<file path="src/rtl/lau_pkg.sv">
// lau_pkg: shared types and helpers for the little arithmetic unit library
package lau_pkg;
  typedef enum logic {SLOW, FAST} speed_e;
  function automatic int sched_idx_w(input int n);
    return n > 1 ? $clog2(n) : 1;
  endfunction
endpackage

</file>
<file path="src/rtl/IncDec.sv">
// IncDec: Z = A+1 or A-1 (DEC=1); C flags the modulo wrap
module IncDec
  import lau_pkg::*;
#(
  parameter int     width = 8,
  parameter speed_e speed = FAST
) (
  input  logic [width-1:0] A,
  input  logic             DEC,
  output logic [width-1:0] Z,
  output logic             C
);
  if (speed == FAST) begin : g_fast
    assign Z = DEC ? A - 1'b1 : A + 1'b1;
    assign C = DEC ? ~|A : &A;
  end else begin : g_slow
    // Carry and borrow share one chain: they propagate while A[i] differs from DEC
    logic [width:0] c;
    assign c[0] = 1'b1;
    for (genvar i = 0; i < width; i++) begin : g_bit
      assign Z[i]   = A[i] ^ c[i];
      assign c[i+1] = c[i] & (A[i] ^ DEC);
    end
    assign C = c[width];
  end
endmodule

</file>
<file path="src/rtl/rr_arbiter.sv">
// rr_arbiter: combinational round-robin pick, searching upward from PTR
module rr_arbiter
  import lau_pkg::*;
#(
  parameter int nreq = 4
) (
  input  logic [nreq-1:0]               REQ,
  input  logic                          EN,
  input  logic [sched_idx_w(nreq)-1:0]  PTR,
  output logic [nreq-1:0]               GNT,
  output logic [sched_idx_w(nreq)-1:0]  IDX
);
  localparam int IW = sched_idx_w(nreq);
  // Lowest requester overall is the wrap-around fallback; lowest at or above PTR overrides it
  always_comb begin
    IDX = '0;
    for (int i = nreq - 1; i >= 0; i--) if (REQ[i]) IDX = IW'(i);
    for (int i = nreq - 1; i >= 0; i--) if (REQ[i] && i >= int'(PTR)) IDX = IW'(i);
    GNT = (EN && |REQ) ? nreq'(1) << IDX : '0;
  end
endmodule

</file>
<file path="src/rtl/incdec_sched.sv">
// incdec_sched: nreq up/down counters sharing one IncDec through a round-robin arbiter
module incdec_sched
  import lau_pkg::*;
#(
  parameter int     width = 8,
  parameter int     nreq  = 4,
  parameter speed_e speed = FAST
) (
  input  logic                     CLK,
  input  logic                     RST,
  input  logic [nreq-1:0]          REQ,
  input  logic [nreq-1:0]          DEC,
  output logic [nreq-1:0]          GNT,
  input  logic                     LDEN,
  input  logic [$clog2(nreq)-1:0]  LDSEL,
  input  logic [width-1:0]         LDVAL,
  output logic [nreq*width-1:0]    CNT,
  output logic [nreq-1:0]          WRAP,
  output logic                     BUSY
);
  localparam int IW = sched_idx_w(nreq);
  logic [nreq-1:0][width-1:0] cnt_q;
  logic [nreq-1:0]            wrap_q;
  logic                       busy_q;
  logic [IW-1:0]              ptr_q, ptr_d, gidx;
  logic [width-1:0]           z;
  logic                       c, gnt_any, ld_ok;
  // Loads and reset both starve the arbiter so the pointer cannot move
  rr_arbiter #(.nreq(nreq)) u_arb (
    .REQ(REQ),
    .EN (!RST && !LDEN),
    .PTR(ptr_q),
    .GNT(GNT),
    .IDX(gidx)
  );
  IncDec #(.width(width), .speed(speed)) u_incdec (
    .A  (cnt_q[gidx]),
    .DEC(DEC[gidx]),
    .Z  (z),
    .C  (c)
  );
  always_comb begin
    gnt_any = |GNT;
    ld_ok   = LDEN && int'(LDSEL) < nreq;
    ptr_d   = !gnt_any ? ptr_q : (int'(gidx) == nreq - 1) ? '0 : gidx + 1'b1;
  end
  always_ff @(posedge CLK) begin
    if (RST) begin
      cnt_q  <= '0;
      wrap_q <= '0;
      busy_q <= 1'b0;
      ptr_q  <= '0;
    end else begin
      busy_q <= |REQ;
      wrap_q <= (gnt_any && c) ? GNT : '0;
      ptr_q  <= ptr_d;
      if (ld_ok) cnt_q[LDSEL] <= LDVAL;
      else if (gnt_any) cnt_q[gidx] <= z;
    end
  end
  assign CNT  = cnt_q;
  assign WRAP = wrap_q;
  assign BUSY = busy_q;
endmodule

</file>
<file path="config.mk">
export PLATFORM = sky130hd
export DESIGN_NAME = incdec_sched
export DESIGN_NICKNAME = d
export VERILOG_FILES = /design/src/rtl/lau_pkg.sv /design/src/rtl/IncDec.sv /design/src/rtl/rr_arbiter.sv /design/src/rtl/incdec_sched.sv
export SDC_FILE = /design/constraint.sdc
export NUM_CORES = 1
export LEC_CHECK = 0
export BUFFER_PORTS_ARGS = -buffer_cell sky130_fd_sc_hd__clkbuf_2
export CELL_PAD_IN_SITES_DETAIL_PLACEMENT = 2
export CELL_PAD_IN_SITES_GLOBAL_PLACEMENT = 2
export CORE_MARGIN = 1
export CORE_UTILIZATION = 31
export CTS_CLUSTER_DIAMETER = 30
export CTS_CLUSTER_SIZE = 24
export DETAILED_ROUTE_END_ITERATION = 8
export PLACE_DENSITY = 0.81
export SLEW_MARGIN = 20
export SYNTH_ARGS = -nofsm -noshare
export SYNTH_HDL_FRONTEND = slang
export SYNTH_SLANG_ARGS = --single-unit
export TNS_END_PERCENT = 20
</file>
<file path="constraint.sdc">
create_clock -name CLK -period 3.9 [get_ports CLK]
set_input_delay 0 -clock CLK [delete_from_list [all_inputs] [get_ports CLK]]
set_output_delay 0 -clock CLK [all_outputs]
set_load 0.005 [all_outputs]
</file>
After elaboration in Yosys (flattened, before gate mapping)
Index checks and enable logic that the tools add are counted.

Flip-flop bits (word level): 39. Input bits: 21. Output and inout bits: 41. Logic and storage cells: 60.

Add/sub/neg operators: 3. Order comparisons: 7. Equality and inequality tests: 1. Shift operators: 1. Multiplexer cells: 23. Bitwise logic cells: 1. Reductions and logical operators: 17.

Operators with widths (number): 32-bit bitwise mux (2); 32-bit 2-to-1 mux (2); 8-bit demux with 2-bit select (2); 8-bit 2-to-1 mux (4); 8-bit binary-select mux with 2-bit select (1); 2-bit 2-to-1 mux (8); 8-bit by 1-bit adder with 8-bit output (second input constant) (1); 1-bit logical AND (8); 8-bit AND reduction (1); 4-bit OR reduction (2); 8-bit OR reduction (1); 8-bit by 1-bit subtractor with 8-bit output (second input constant) (1); 2-bit by 3-bit < comparator with 1-bit output (second input constant) (2); 1-bit by 2-bit greater-or-equal comparator with 1-bit output (first input constant) (2); 2-bit by 1-bit greater-or-equal comparator with 1-bit output (second input constant) (2); 4-bit 2-to-1 mux (1); 1-bit by 2-bit << shifter with 4-bit output (first input constant) (1); 1-bit logical NOT (3); 2-bit by 1-bit adder with 2-bit output (second input constant) (1); 1-bit binary-select mux with 2-bit select (1); 2-bit by 1-bit equality test with 1-bit output (second input constant) (1); 2-bit greater-or-equal comparator (first input constant) (1); 1-bit 2-to-1 mux (2); 2-bit nonzero test (1); other kinds (2) (2).

Longest topological paths before layout
Gate-level depths: netlist (run 1).

Depth after elaboration: 15. Depth in mapped cells: 16. Depth with buffers taken out: 14.

Modules after synthesis
From an unflattened synthesis (run 1), not the netlist that was laid out.

Cell total of the unflattened synthesis: 329. Area total of the unflattened synthesis: 3098.0 um^2.

Modules (own cells, without submodules): incdec_sched (times used 1, cells each 264, area an instance 2596.2 um^2, sequential area each 780.7 um^2); IncDec (times used 1, cells each 48, area an instance 362.8 um^2, sequential area each 0.0 um^2); rr_arbiter (times used 1, cells each 17, area an instance 138.9 um^2, sequential area each 0.0 um^2).

Worst setup path before layout (run 1)
No wires, ideal clock.

Path kind: register to register. Start point: register ptr_q[1]. End point: register cnt_q (netlist bit CNT[14]). Library setup time: 0.086 ns. Arrival time: 3.397 ns. Required time: 3.814 ns. Setup slack: 0.418 ns. Cell stages (with the launch flop): 16. Buffers on the path: 3. Period minus slack after synthesis: 3.482 ns. Cell sequence: dfxtp_1 > clkbuf_1 > or4_1 > buf_2 > clkbuf_1 > and3_1 > a211oi_1 > nor2_1 > fa_1 > a21o_1 > a21oi_1 > o21bai_1 > a21oi_1 > xnor2_1 > a32oi_1 > a211oi_1.

Cells in the longest elaborated chain, start to end: 12. Elaborated cells on any way between the ends: 28. Those cells by class: add/sub (2); order compare (5); shift (1); mux (14); reduce/logical (6).

Ends and longest elaborated chain: start, declared (line incdec_sched.sv:25) `logic [IW-1:0] ptr_q, ptr_d, gidx;`; start signal, assigned (line incdec_sched.sv:56) `ptr_q <= ptr_d;`; 2-bit greater-or-equal comparator (line rr_arbiter.sv:18) `for (int i = nreq - 1; i >= 0; i--) if (REQ[i] && i >= int'(PTR)) IDX = IW'(i);`; 1-bit logical AND (line rr_arbiter.sv:18); 2-bit 2-to-1 mux (2 in series) (line rr_arbiter.sv:18); 2-bit 2-to-1 mux * (line rr_arbiter.sv:18); 8-bit binary-select mux with 2-bit select, or another cell as far along (line incdec_sched.sv:37) `.A (cnt_q[gidx]),`; 8-bit 2-to-1 mux (not written as such) or 1-bit logical AND (tied branches) (line incdec_sched.sv:37, incdec_sched.sv:58); 8-bit by 1-bit adder with 8-bit output, or another cell as far along (line IncDec.sv:14) `assign Z = DEC ? A - 1'b1 : A + 1'b1;`; 8-bit 2-to-1 mux or 8-bit demux with 2-bit select (tied branches) (line IncDec.sv:14, incdec_sched.sv:58); 32-bit bitwise mux (line incdec_sched.sv:58) `else if (gnt_any) cnt_q[gidx] <= z;`; 32-bit 2-to-1 mux (line incdec_sched.sv:58); 32-bit 2-to-1 mux (line incdec_sched.sv:57) `if (ld_ok) cnt_q[LDSEL] <= LDVAL;`; end signal, assigned by index (line incdec_sched.sv:58); end, declared (line incdec_sched.sv:22) `logic [nreq-1:0][width-1:0] cnt_q;`.

Mark *: on every way between the ends. The rest lies on a longest branch, timed or not. The select of a mux whose other input is x is not followed. A chain may end at the register's enable or synchronous reset.

Worst setup path after layout (run 1)
Start point: register ptr_q[0]. End point: register cnt_q (netlist bit CNT[6]).

Same word-level chain as after synthesis.

==> results of run 1 <==
cells by family after synthesis:
| family | after synthesis | synth area share [%] |
|---|---|---|
| buf+inv | 28 | 4.760 |
| xor+xnor | 5 | 1.617 |
| mux | 4 | 1.479 |
| flops | 39 | 28.84 |
| compound gates | 102 | 27.73 |
| simple gates | 158 | 30.22 |
| fa+ha+maj | 11 | 5.360 |
power groups by stage:
stage / Combinational, mW / Clock, mW / Sequential, mW
2_1_floorplan: 0.685 / 0 / 0.482
3_3_place_gp: 1.00 / 0 / 0.503
3_5_place_dp: 1.06 / 0 / 0.506
4_1_cts: 1.08 / 0.422 / 0.497
5_1_grt: 1.19 / 0.438 / 0.504
6_report: 1.11 / 0.419 / 0.499
cells in the mapped netlist, types with 2 or more instances:
library cell / count
clkbuf_1: 12
a32oi_1: 16
o22ai_1: 4
o221a_1: 4
and3_1: 8
a21oi_1: 17
inv_1: 6
nor3b_1: 10
nand4_1: 5
a2111oi_0: 4
buf_1: 2
xnor2_1: 4
nor2_1: 45
or4_1: 2
o21bai_1: 3
a221oi_1: 7
nor3_1: 7
dfxtp_1: 39
o21ai_1: 2
or3_1: 4
ha_1: 10
a311oi_1: 6
buf_2: 4
a21o_1: 3
and2_1: 2
nand2_1: 27
nor2b_1: 12
buf_6: 2
o21ai_0: 11
nor4_1: 10
mux2i_1: 4
nand3_1: 15
nand2b_1: 4
a211oi_1: 18
stage by stage:
step,hold WS [ps],setup WS (ps),cells
final,18.09,236.5,522
after global routing,51.55,24.56,522
after CTS,18.29,59.49,522
after detailed placement,337.4,145.5,514
after global placement,311.4,288.3,514
after floorplan,154.8,418.0,347
routing by layer:
| layer | vias up | track usage [%] | part of all wire [%] |
|---|---|---|---|
| li1 | 1475 | - | - |
| met2 | 94 | 50.71 | 50 |
| met1 | 1670 | 36.86 | 44 |
| met4 | 0 | 8.458 | 0.99 |
| met5 | - | 0 | 0 |
| met3 | 10 | 4.545 | 5.5 |
how the worst max path moves through the flow:
stage              end  depth (start not counted)      from  slack [ps]
2_1_floorplan  CNT[14]                         15  ptr_q[1]         420
3_3_place_gp    CNT[6]                         13  ptr_q[0]         290
6_report        CNT[6]                         13  ptr_q[0]         240
5_1_grt         CNT[6]                         13  ptr_q[0]          20
3_5_place_dp    CNT[6]                         13  ptr_q[0]         150
4_1_cts         CNT[6]                         13  ptr_q[0]          60
timing repair:
action | in CTS | in global routing
hold buffers | 0 | 0
gates resized for setup | 0 | 6
setup endpoints to repair | 0 | 17
sequential cells by signal, indices dropped and copies added (netlist names):
register	cells
CNT	32
WRAP	4
ptr_q	2
BUSY	1
worst register-to-register path: cells and delay by family (launching register included):
| family | cells | cell delay (ps) |
|---|---|---|
| XOR/XNOR | 1 | 240 |
| AO/OA/AOI/OAI | 7 | 1370 |
| flip-flops | 1 | 380 |
| AND/OR/NAND/NOR | 4 | 1160 |
| adder cells (fa/ha/maj) | 1 | 440 |
area by class of cell:
class / count / area (um2)
fill: 1021 / 4976
inverter: 7 / 26.28
sequential: 39 / 782.0
clock buffer: 6 / 72.57
tap: 105 / 131.4
multi-input combinational: 280 / 1822
timing repair buffer: 83 / 470.5
clock inverter: 2 / 60.06
==> key figures, run 1 <==
STA
  • Fin. Hold Viols: 0
  • RSZ-0062 raised after global routing: false
  • Max Slew Vio Count: 0
  • Setup TNS: 0 ps
  • Minimum clock period: 3663 ps
  • Clk_skew: 10.07 ps
  • Final setup viols: 0
  • Rel. slew slack: 50.34%
  • Final Cycle Share: 93.93%
  • Slew @ Worst Pin: 743.3 ps
  • Fmax: 273.0 MHz

Synth
  • Synth top area cells: dfxtp_1 29%, nor2_1 6.2%, a32oi_1 5.2%, a211oi_1 5.0%, ha_1 4.6%
  • Yosys cell types: 52
  • Post-synth top area share: 28.84%
  • Post-synth EDFFs: 0
  • FF+latch count, synth: 39
  • Synth area leader: dfxtp_1
  • Net count after synthesis: 379
  • FFs w/ async S/R, synth: 0%
  • Post-Synthesis Cell Area: 2708 um2
  • Top FF cell, synth: dfxtp_1
  • Synth Instances: 347
  • Ys Warns: 0
  • Post-synthesis sequential area ratio: 28.84%
  • Average size of a mapped cell: 7.803 um2

Worst setup path
  • Max Fanout on Critical Path: 17
  • Arrival time at the worst endpoint: 3880 ps
  • R2r endpoint: CNT[6]
  • CP required: 4120 ps
  • Worst Setup End Kind: flip-flop
  • Critical R2R Launch: ptr_q[0]
  • Critical-path top delay cell: or4b_4
  • Register-to-Register Setup Slack: 240 ps
  • Max incr delay on CP: 680 ps
  • CP dominant cell by count: a21oi_1
  • Reg2Reg Depth: 13
  • CP top delay family: compound AO/OA/AOI/OAI gates
  • Crit path cell chain: nor2b_2 -> or4b_4 -> and3_1 -> a211oi_2 -> nor2_1 -> fa_1 -> a21o_1 -> a21oi_1 -> o21bai_1 -> a21oi_1 -> xnor2_1 -> a32oi_1 -> a211oi_1
  • Buf+Inv Stages, Crit Path: 0
  • Crit path launch type: flip-flop
  • CP Class: reg2reg

Placed design
  • DP HPWL: 9.720 mm
  • Gpl congestion: 0.8920
  • DP Area: 3207 um2
  • # port buffers: 61

GRT
  • First-pass GRT wire length: 19.34 mm
  • All-Layer GR Usage: 29.13%
  • Vias in the first global route: 3282
  • Largest net degree at the start of global routing: 36
  • Initial antenna violation count: 0
  • Overflow after GRT: 0

Route
  • # DRC: 0
  • Wire length per cell: 24.40 um
  • Drt pass-1 iters: 4
  • Routed vias/inst: 6.224
  • Vias: 3249
  • DRC marker count from the first detailed-route iteration: 164
  • Post-route ant nets: 0
  • Total Routed Length: 12.74 mm

Power
  • Logic gate share of total power: 54.6%
  • Switching share of power: 45.67%
  • LEAKAGE: 1.385 nW
  • Clk pwr share: 20.7%
  • Peak VDD IR: 205.5 uV
  • Sw Pwr: 0.9245 mW
  • Power density cells: 601.6 nW/um2
  • Sequential power share: 24.7%
  • Final Power: 2.024 mW
  • Internal Power: 1.100 mW

Floorplan
  • Std cell rows: 33
  • Area of the core: 8341 um2
  • Die X: 95.46 um
  • Ports: 62
  • Initial Util: 32.46%
  • Die area: 9112 um2
  • Die extent in y: 95.46 um

Cells and area
  • Diode count: 0
  • Final Core Density: 40.34%
  • Fin area: 3364 um2
  • Final nets: 448
  • Share of post-route cells with drive strength above 1: 24.46%
  • Synthesis-to-layout area growth: 24.26%
  • Commonest non-fill, non-tap cells in the layout: 61 x clkbuf_2, 45 x nor2_1, 38 x dfxtp_1
  • Most common cell after layout, fill and taps aside: clkbuf_2

Clock network
  • Skew-Pair Late Insertion Delay: 310 ps
  • Num CTS Buffers: 5
  • CTS tree: done
  • Longest Clk Path Bufs: 2
  • Clock Pin Slew Worst Setup and Hold Paths: 90 ps
  • H-tree depth: 2
  • Root buffer cell: clkbuf_8
  • Post-CTS Setup Repair Bufs: 0
  • Clock Sinks: 39

Worst hold path
  • Hold Startpoint: LDVAL[0]
  • Min-Delay Endpoint: CNT[24]
  • Worst hold path type: in2reg
  • Hold path cells: 3

Run status
  • Outcome: finished, final reports clean

Run
  • Total of max-cap violations: 0
Power figures use the tool's default switching activity.
==> run 2, diff against run 1 <==
--- a/config.mk
+++ b/config.mk
@@ -5,15 +5,16 @@
 export SDC_FILE = /design/constraint.sdc
 export NUM_CORES = 1
 export LEC_CHECK = 0
-export BUFFER_PORTS_ARGS = -buffer_cell sky130_fd_sc_hd__clkbuf_2
 export CELL_PAD_IN_SITES_DETAIL_PLACEMENT = 2
 export CELL_PAD_IN_SITES_GLOBAL_PLACEMENT = 2
 export CORE_MARGIN = 1
-export CORE_UTILIZATION = 31
+export CORE_UTILIZATION = 36
 export CTS_CLUSTER_DIAMETER = 30
 export CTS_CLUSTER_SIZE = 24
 export DETAILED_ROUTE_END_ITERATION = 8
-export PLACE_DENSITY = 0.81
+export DONT_BUFFER_PORTS = 1
+export GPL_ROUTABILITY_DRIVEN = 0
+export PLACE_DENSITY = 0.8
 export SLEW_MARGIN = 20
 export SYNTH_ARGS = -nofsm -noshare
 export SYNTH_HDL_FRONTEND = slang
==> constraint.sdc (replaced) <==
create_clock -name CLK -period 3.9 [get_ports CLK]
set_input_delay 0.195 -clock CLK [delete_from_list [all_inputs] [get_ports CLK]]
set_output_delay 0.195 -clock CLK [all_outputs]
set_load 0.005 [all_outputs]
==> run 2 against run 1 <==
Combinational power is 5% lower. Final area is 12% lower. Utilization is 0.70 points higher. Power is 9.0% lower. Clock-buffer cell count stayed put. Clock power is 30% lower. Die area is 14% lower. Via count is 10% lower. Hold slack better by 2.7 ps.
==> key figures, run 2 (same netlist as run 1, synthesis figures left out) <==
Clock network
  • Num CTS Buffers: 5 (unchanged)
  • Clock Sinks: 39 (unchanged)
  • Longest Clk Path Bufs: 2 (unchanged)
  • H-tree depth: 2 (unchanged)
  • Root buffer cell: clkbuf_8 (unchanged)
  • Skew-Pair Late Insertion Delay: 300 ps (was 310 ps)
  • Clock Pin Slew Worst Setup and Hold Paths: 80 ps (was 90 ps)
  • CTS tree: done (unchanged)

Cells and area
  • Final Core Density: 41.04% (was 40.34%)
  • Fillers: 865 (was 1021)
  • Final nets: 382 (was 448)
  • Diode count: 0 (unchanged)
  • Finished Layout Cells: 449 (was 522)
  • Fin area: 2977 um2 (was 3364 um2)
  • Max reg flops: 32 (unchanged)
  • Synthesis-to-layout area growth: 9.935% (was 24.26%)
  • Share of post-route cells with drive strength above 1: 9.714% (was 24.46%)
  • Most common cell after layout, fill and taps aside: nor2_1 (was clkbuf_2)
  • Area of the multi-input gates: 1818 um2 (was 1822 um2)
  • Commonest non-fill, non-tap cells in the layout: 45 x nor2_1, 39 x dfxtp_1, 27 x nand2_1 (was 61 x clkbuf_2, 45 x nor2_1, 38 x dfxtp_1)
  • FF/Latch Area: 780.7 um2 (was 782.0 um2)

Placed design
  • DP Area: 2849 um2 (was 3207 um2)
  • DP HPWL: 8.856 mm (was 9.720 mm)
  • # port buffers: 0 (was 61)
  • Cells after DPL: 441 (was 514)

Power
  • Power density cells: 618.6 nW/um2 (was 601.6 nW/um2)
  • Clk pwr share: 15.9% (was 20.7%)
  • Final Power: 1.841 mW (was 2.024 mW)
  • Peak VDD IR: 199.7 uV (was 205.5 uV)
  • Sequential power share: 27.3% (was 24.7%)
  • Logic gate share of total power: 56.8% (was 54.6%)
  • Internal Power: 0.9465 mW (was 1.100 mW)
  • Switching share of power: 48.59% (was 45.67%)
  • LEAKAGE: 1.074 nW (was 1.385 nW)
  • Sw Pwr: 0.8947 mW (was 0.9245 mW)

Run
  • Total of max-cap violations: 0 (unchanged)

STA
  • Slew @ Worst Pin: 783.2 ps (was 743.3 ps)
  • WHS: 20.75 ps (was 18.09 ps)
  • Max Slew Vio Count: 0 (unchanged)
  • Fin. Hold Viols: 0 (unchanged)
  • Minimum clock period: 3720 ps (was 3663 ps)
  • Final setup viols: 0 (unchanged)
  • Clk_skew: 9.173 ps (was 10.07 ps)
  • Final Cycle Share: 95.39% (was 93.93%)
  • Rel. slew slack: 47.79% (was 50.34%)
  • Fmax: 268.8 MHz (was 273.0 MHz)

Worst setup path
  • Crit path launch type: flip-flop (unchanged)
  • Worst Setup End Kind: flip-flop (unchanged)
  • Arrival time at the worst endpoint: 3940 ps (was 3880 ps)
  • Critical R2R Launch: ptr_q[0] (unchanged)
  • Reg2Reg Depth: 13 (unchanged)
  • CP Class: reg2reg (unchanged)
  • Register-to-Register Setup Slack: 180 ps (was 240 ps)
  • R2r endpoint: CNT[14] (was CNT[6])
  • CP required: 4120 ps (about the same)
  • Max Fanout on Critical Path: 17 (unchanged)

Route
  • Routed vias/inst: 6.512 (was 6.224)
  • DRC marker count from the first detailed-route iteration: 181 (was 164)
  • Wire length per cell: 26.60 um (was 24.40 um)
  • # DRC: 0 (unchanged)
  • Drt pass-1 iters: 5 (was 4)
  • Vias: 2924 (was 3249)
  • Post-route ant nets: 0 (unchanged)
  • Total Routed Length: 11.94 mm (was 12.74 mm)

Floorplan
  • Die area: 7872 um2 (was 9112 um2)
  • Ports: 62 (unchanged)
  • Area of the core: 7253 um2 (was 8341 um2)
  • Std cell rows: 31 (was 33)
  • Die X: 88.73 um (was 95.46 um)
  • Initial Util: 37.33% (was 32.46%)
  • Die extent in y: 88.73 um (was 95.46 um)

GRT
  • Initial antenna violation count: 0 (unchanged)
  • Overflow after GRT: 0 (unchanged)
  • First-pass GRT wire length: 18.11 mm (was 19.34 mm)
  • Vias in the first global route: 3130 (was 3282)
  • Largest net degree at the start of global routing: 29 (was 36)
  • All-Layer GR Usage: 31.55% (was 29.13%)

Worst hold path
  • Hold Startpoint: RST (was LDVAL[0])
  • Worst hold path type: in2reg (unchanged)
  • Hold path cells: 1 (was 3)
  • Min-Delay Endpoint: CNT[31] (was CNT[24])

Run status
  • Outcome: finished, final reports clean (unchanged)
## run 2: cell types whose count changed in the layout (fill, tap and decap cells not counted), sizes merged
cell    delta
clkbuf    -61
buf        -5
clkinv     +1
bufinv     -2
## run 2: what timing repair did
item                                    4_1_cts  5_1_grt
endpoints found under the setup margin        0       15
hold buffers                                  1        0
endpoints found under the hold margin        28        0
resized for setup                             0        4
setup buffers                                 0        0
## run 2: how the worst max path moves through the flow
stage	start	end	cells past startpoint
4_1_cts	ptr_q[0]	CNT[14]	13
3_5_place_dp	ptr_q[0]	CNT[22]	13
2_1_floorplan	ptr_q[1]	CNT[14]	15
6_report	ptr_q[0]	CNT[14]	13
5_1_grt	ptr_q[0]	CNT[6]	13
3_3_place_gp	ptr_q[0]	CNT[22]	13
## run 2: power groups by stage
stage / sequential (mW) / combinational, mW / clock (mW)
after floorplan: 0.482 / 0.685 / 0
after global placement: 0.507 / 0.941 / 0
after detailed placement: 0.511 / 0.982 / 0
after CTS: 0.502 / 1.00 / 0.296
after global routing: 0.509 / 1.11 / 0.317
final: 0.502 / 1.05 / 0.293
## run 2: final cells by class
| class | instances | share of cell area [%] |
|---|---|---|
| multi-input cells | 280 | 61.08 |
| flip-flops and latches | 39 | 26.23 |
| repair buffers | 17 | 4.708 |
| well taps | 99 | 4.161 |
| clock buffers | 6 | 2.774 |
| inverters | 7 | 0.8827 |
| clock inverters | 1 | 0.1681 |
## run 2: through the flow
stage          setup slack (ps)  TNS [ps]
3_5_place_dp              59.10         0
6_report                  179.8         0
5_1_grt                  -8.226    -11.69
2_1_floorplan             418.0         0
4_1_cts                   50.18         0
3_3_place_gp              233.7         0
## run 2: per-layer routing
metal / vias to the layer above / global-route usage, % / part of all wire, %
met2: 110 / 51.89 / 47
met3: 18 / 7.090 / 7.0
met1: 1462 / 41.04 / 44
li1: 1334 / - / -
met5: - / 0 / 0
met4: 0 / 9.824 / 1.6
## run 2: critical path: stages (launching register included)
cell,delay (ps)
dfxtp_1,380
nor2b_2,110
or4b_4,680
and3_1,240
a211oi_2,360
nor2_1,160
fa_1,460
a21o_1,170
a21oi_1,220
o21bai_1,90
a21oi_1,170
xnor2_1,240
a32oi_1,100
a211oi_1,240
==> run 3, diff against run 2 <==
--- a/config.mk
+++ b/config.mk
@@ -5,9 +5,9 @@
 export SDC_FILE = /design/constraint.sdc
 export NUM_CORES = 1
 export LEC_CHECK = 0
+export CAP_MARGIN = 20
 export CELL_PAD_IN_SITES_DETAIL_PLACEMENT = 2
 export CELL_PAD_IN_SITES_GLOBAL_PLACEMENT = 2
-export CORE_MARGIN = 1
 export CORE_UTILIZATION = 36
 export CTS_CLUSTER_DIAMETER = 30
 export CTS_CLUSTER_SIZE = 24
@@ -15,6 +15,7 @@
 export DONT_BUFFER_PORTS = 1
 export GPL_ROUTABILITY_DRIVEN = 0
 export PLACE_DENSITY = 0.8
+export REMOVE_ABC_BUFFERS = 1
 export SLEW_MARGIN = 20
 export SYNTH_ARGS = -nofsm -noshare
 export SYNTH_HDL_FRONTEND = slang
==> run 3 against run 2 <==
Fmax grew 1.5%. Largest cell class unchanged. Power down 1.9%. Register-to-register slack better by 50 ps. Critical endpoint is now CNT[22]. Global-route usage is 1.2 points lower. Largest power group unchanged.
==> key figures, run 3 (same netlist as run 1, synthesis figures left out) <==
Worst setup path
  • Critical-path top delay cell: or4b_4 (unchanged)
  • Register-to-Register Setup Slack: 230 ps (was 180 ps)
  • R2r endpoint: CNT[22] (was CNT[14])
  • Max incr delay on CP: 680 ps (about the same)
  • Arrival time at the worst endpoint: 3870 ps (was 3940 ps)
  • Reg2Reg Depth: 13 (unchanged)
  • Crit path cell chain: nor2b_2 -> or4b_4 -> and3_1 -> a211oi_2 -> nor2_1 -> fa_1 -> a21o_1 -> a21oi_1 -> o21bai_1 -> a21oi_1 -> xnor2_2 -> a32oi_1 -> a211oi_1 (was nor2b_2 -> or4b_4 -> and3_1 -> a211oi_2 -> nor2_1 -> fa_1 -> a21o_1 -> a21oi_1 -> o21bai_1 -> a21oi_1 -> xnor2_1 -> a32oi_1 -> a211oi_1)
  • CP required: 4110 ps (was 4120 ps)
  • Crit path launch type: flip-flop (unchanged)
  • Worst Setup End Kind: flip-flop (unchanged)
  • Critical R2R Launch: ptr_q[0] (unchanged)
  • Max Fanout on Critical Path: 17 (unchanged)
  • CP dominant cell by count: a21oi_1 (unchanged)
  • CP top delay family: compound AO/OA/AOI/OAI gates (unchanged)
  • CP Class: reg2reg (unchanged)
  • Buf+Inv Stages, Crit Path: 0 (unchanged)

Clock network
  • Clock Pin Slew Worst Setup and Hold Paths: 70 ps (was 80 ps)
  • Num CTS Buffers: 5 (unchanged)
  • H-tree depth: 2 (unchanged)
  • Root buffer cell: clkbuf_8 (unchanged)
  • Longest Clk Path Bufs: 2 (unchanged)
  • Skew-Pair Late Insertion Delay: 290 ps (was 300 ps)
  • Clock Sinks: 39 (unchanged)
  • CTS tree: done (unchanged)

Cells and area
  • Synthesis-to-layout area growth: 8.041% (was 9.935%)
  • Final Core Density: 40.33% (was 41.04%)
  • Share of post-route cells with drive strength above 1: 8.357% (was 9.714%)
  • Fillers: 857 (was 865)
  • Final nets: 378 (was 382)
  • Fin area: 2925 um2 (was 2977 um2)
  • Most common cell after layout, fill and taps aside: nor2_1 (unchanged)
  • Max reg flops: 32 (unchanged)
  • Finished Layout Cells: 446 (was 449)
  • Diode count: 0 (unchanged)
  • Commonest non-fill, non-tap cells in the layout: 45 x nor2_1, 39 x dfxtp_1, 27 x nand2_1 (unchanged)

Worst hold path
  • Worst hold path type: in2reg (unchanged)
  • Hold Startpoint: RST (unchanged)
  • Hold path cells: 1 (unchanged)
  • Min-Delay Endpoint: CNT[31] (unchanged)

STA
  • Clk_skew: 3.938 ps (was 9.173 ps)
  • Max Slew Vio Count: 0 (unchanged)
  • Fin. Hold Viols: 0 (unchanged)
  • Slew @ Worst Pin: 772.9 ps (was 783.2 ps)
  • RSZ-0062 raised after global routing: false
  • Rel. slew slack: 48.36% (was 47.79%)
  • Fmax: 272.8 MHz (was 268.8 MHz)
  • Final Cycle Share: 94.00% (was 95.39%)
  • Setup TNS: 0 ps (unchanged)
  • Minimum clock period: 3666 ps (was 3720 ps)
  • Final setup viols: 0 (unchanged)

Power
  • Logic gate share of total power: 57.5% (was 56.8%)
  • Power density cells: 617.4 nW/um2 (was 618.6 nW/um2)
  • LEAKAGE: 1.049 nW (was 1.074 nW)
  • Sequential power share: 27.6% (was 27.3%)
  • Final Power: 1.806 mW (was 1.841 mW)
  • Internal Power: 0.9329 mW (was 0.9465 mW)
  • Peak VDD IR: 298.5 uV (was 199.7 uV)
  • Switching share of power: 48.35% (was 48.59%)
  • Clk pwr share: 14.9% (was 15.9%)
  • Sw Pwr: 0.8733 mW (was 0.8947 mW)

Floorplan
  • Die X: 88.73 um (unchanged)
  • Die area: 7872 um2 (unchanged)
  • Std cell rows: 31 (unchanged)
  • Die extent in y: 88.73 um (unchanged)
  • Ports: 62 (unchanged)
  • Area of the core: 7253 um2 (unchanged)
  • Initial Util: 37.33% (unchanged)

Route
  • # DRC: 0 (unchanged)
  • Post-route ant nets: 0 (unchanged)
  • Routed vias/inst: 6.619 (was 6.512)
  • Drt pass-1 iters: 5 (unchanged)
  • Vias: 2952 (was 2924)
  • Total Routed Length: 11.53 mm (was 11.94 mm)
  • Wire length per cell: 25.86 um (was 26.60 um)
  • DRC marker count from the first detailed-route iteration: 195 (was 181)

Placed design
  • Cells after DPL: 437 (was 441)
  • DP HPWL: 8.508 mm (was 8.856 mm)
  • DP Area: 2819 um2 (was 2849 um2)
  • # port buffers: 0 (unchanged)

Run status
  • Outcome: finished, final reports clean (unchanged)

Run
  • Total of max-cap violations: 0 (unchanged)

GRT
  • Vias in the first global route: 3005 (was 3130)
  • Largest net degree at the start of global routing: 29 (unchanged)
  • All-Layer GR Usage: 30.40% (was 31.55%)
  • First-pass GRT wire length: 17.53 mm (was 18.11 mm)
  • Overflow after GRT: 0 (unchanged)
  • Initial antenna violation count: 0 (unchanged)
[run 3: what timing repair did]
action	in CTS	in global routing
gates resized for setup	0	4
setup buffers	0	0
setup endpoints to repair	0	9
hold buffers	1	0
endpoints found under the hold margin	28	0
[run 3: worst max path at each step]
stage / start / endpoint / slack [ps] / cells after the start
final: ptr_q[0] / CNT[22] / 230 / 13
after global routing: ptr_q[0] / CNT[22] / 10 / 13
after CTS: ptr_q[0] / CNT[22] / 40 / 13
after detailed placement: ptr_q[0] / CNT[22] / 150 / 13
after global placement: ptr_q[0] / CNT[6] / 370 / 13
after floorplan: REQ[1] / CNT[5] / 400 / 10
[run 3: layout make-up]
type	count	area, um2	area share [%]
repair buffers	13	95.09	3.251
clock buffers	7	76.32	2.609
multi-input cells	280	1818	62.15
clock inverters	1	5.005	0.1711
flip-flops and latches	39	780.7	26.69
well taps	99	123.9	4.234
inverters	7	26.28	0.8982
[run 3: per-stage QoR]
step                hold slack [ps]  setup slack [ps]
floorplan                     264.1             399.8
global placement              272.3             372.6
detailed placement            273.3             151.9
CTS                           27.30             36.52
global route                  22.82             13.97
finish                        30.97             233.9
[run 3: power groups by stage]
stage | logic, mW | registers, mW | clock network [mW]
after detailed placement | 0.977 | 0.507 | 0
final | 1.04 | 0.499 | 0.269
after global placement | 0.935 | 0.504 | 0
after floorplan | 0.650 | 0.489 | 0
after global routing | 1.13 | 0.504 | 0.285
after CTS | 1.01 | 0.498 | 0.270
[run 3: metal layers]
metal	global-route usage [%]	vias up	routed length (um)
li1	-	1334	-
met5	0	-	0
met4	14.96	0	480
met3	4.011	39	686
met1	38.11	1458	4690
met2	51.26	121	5675
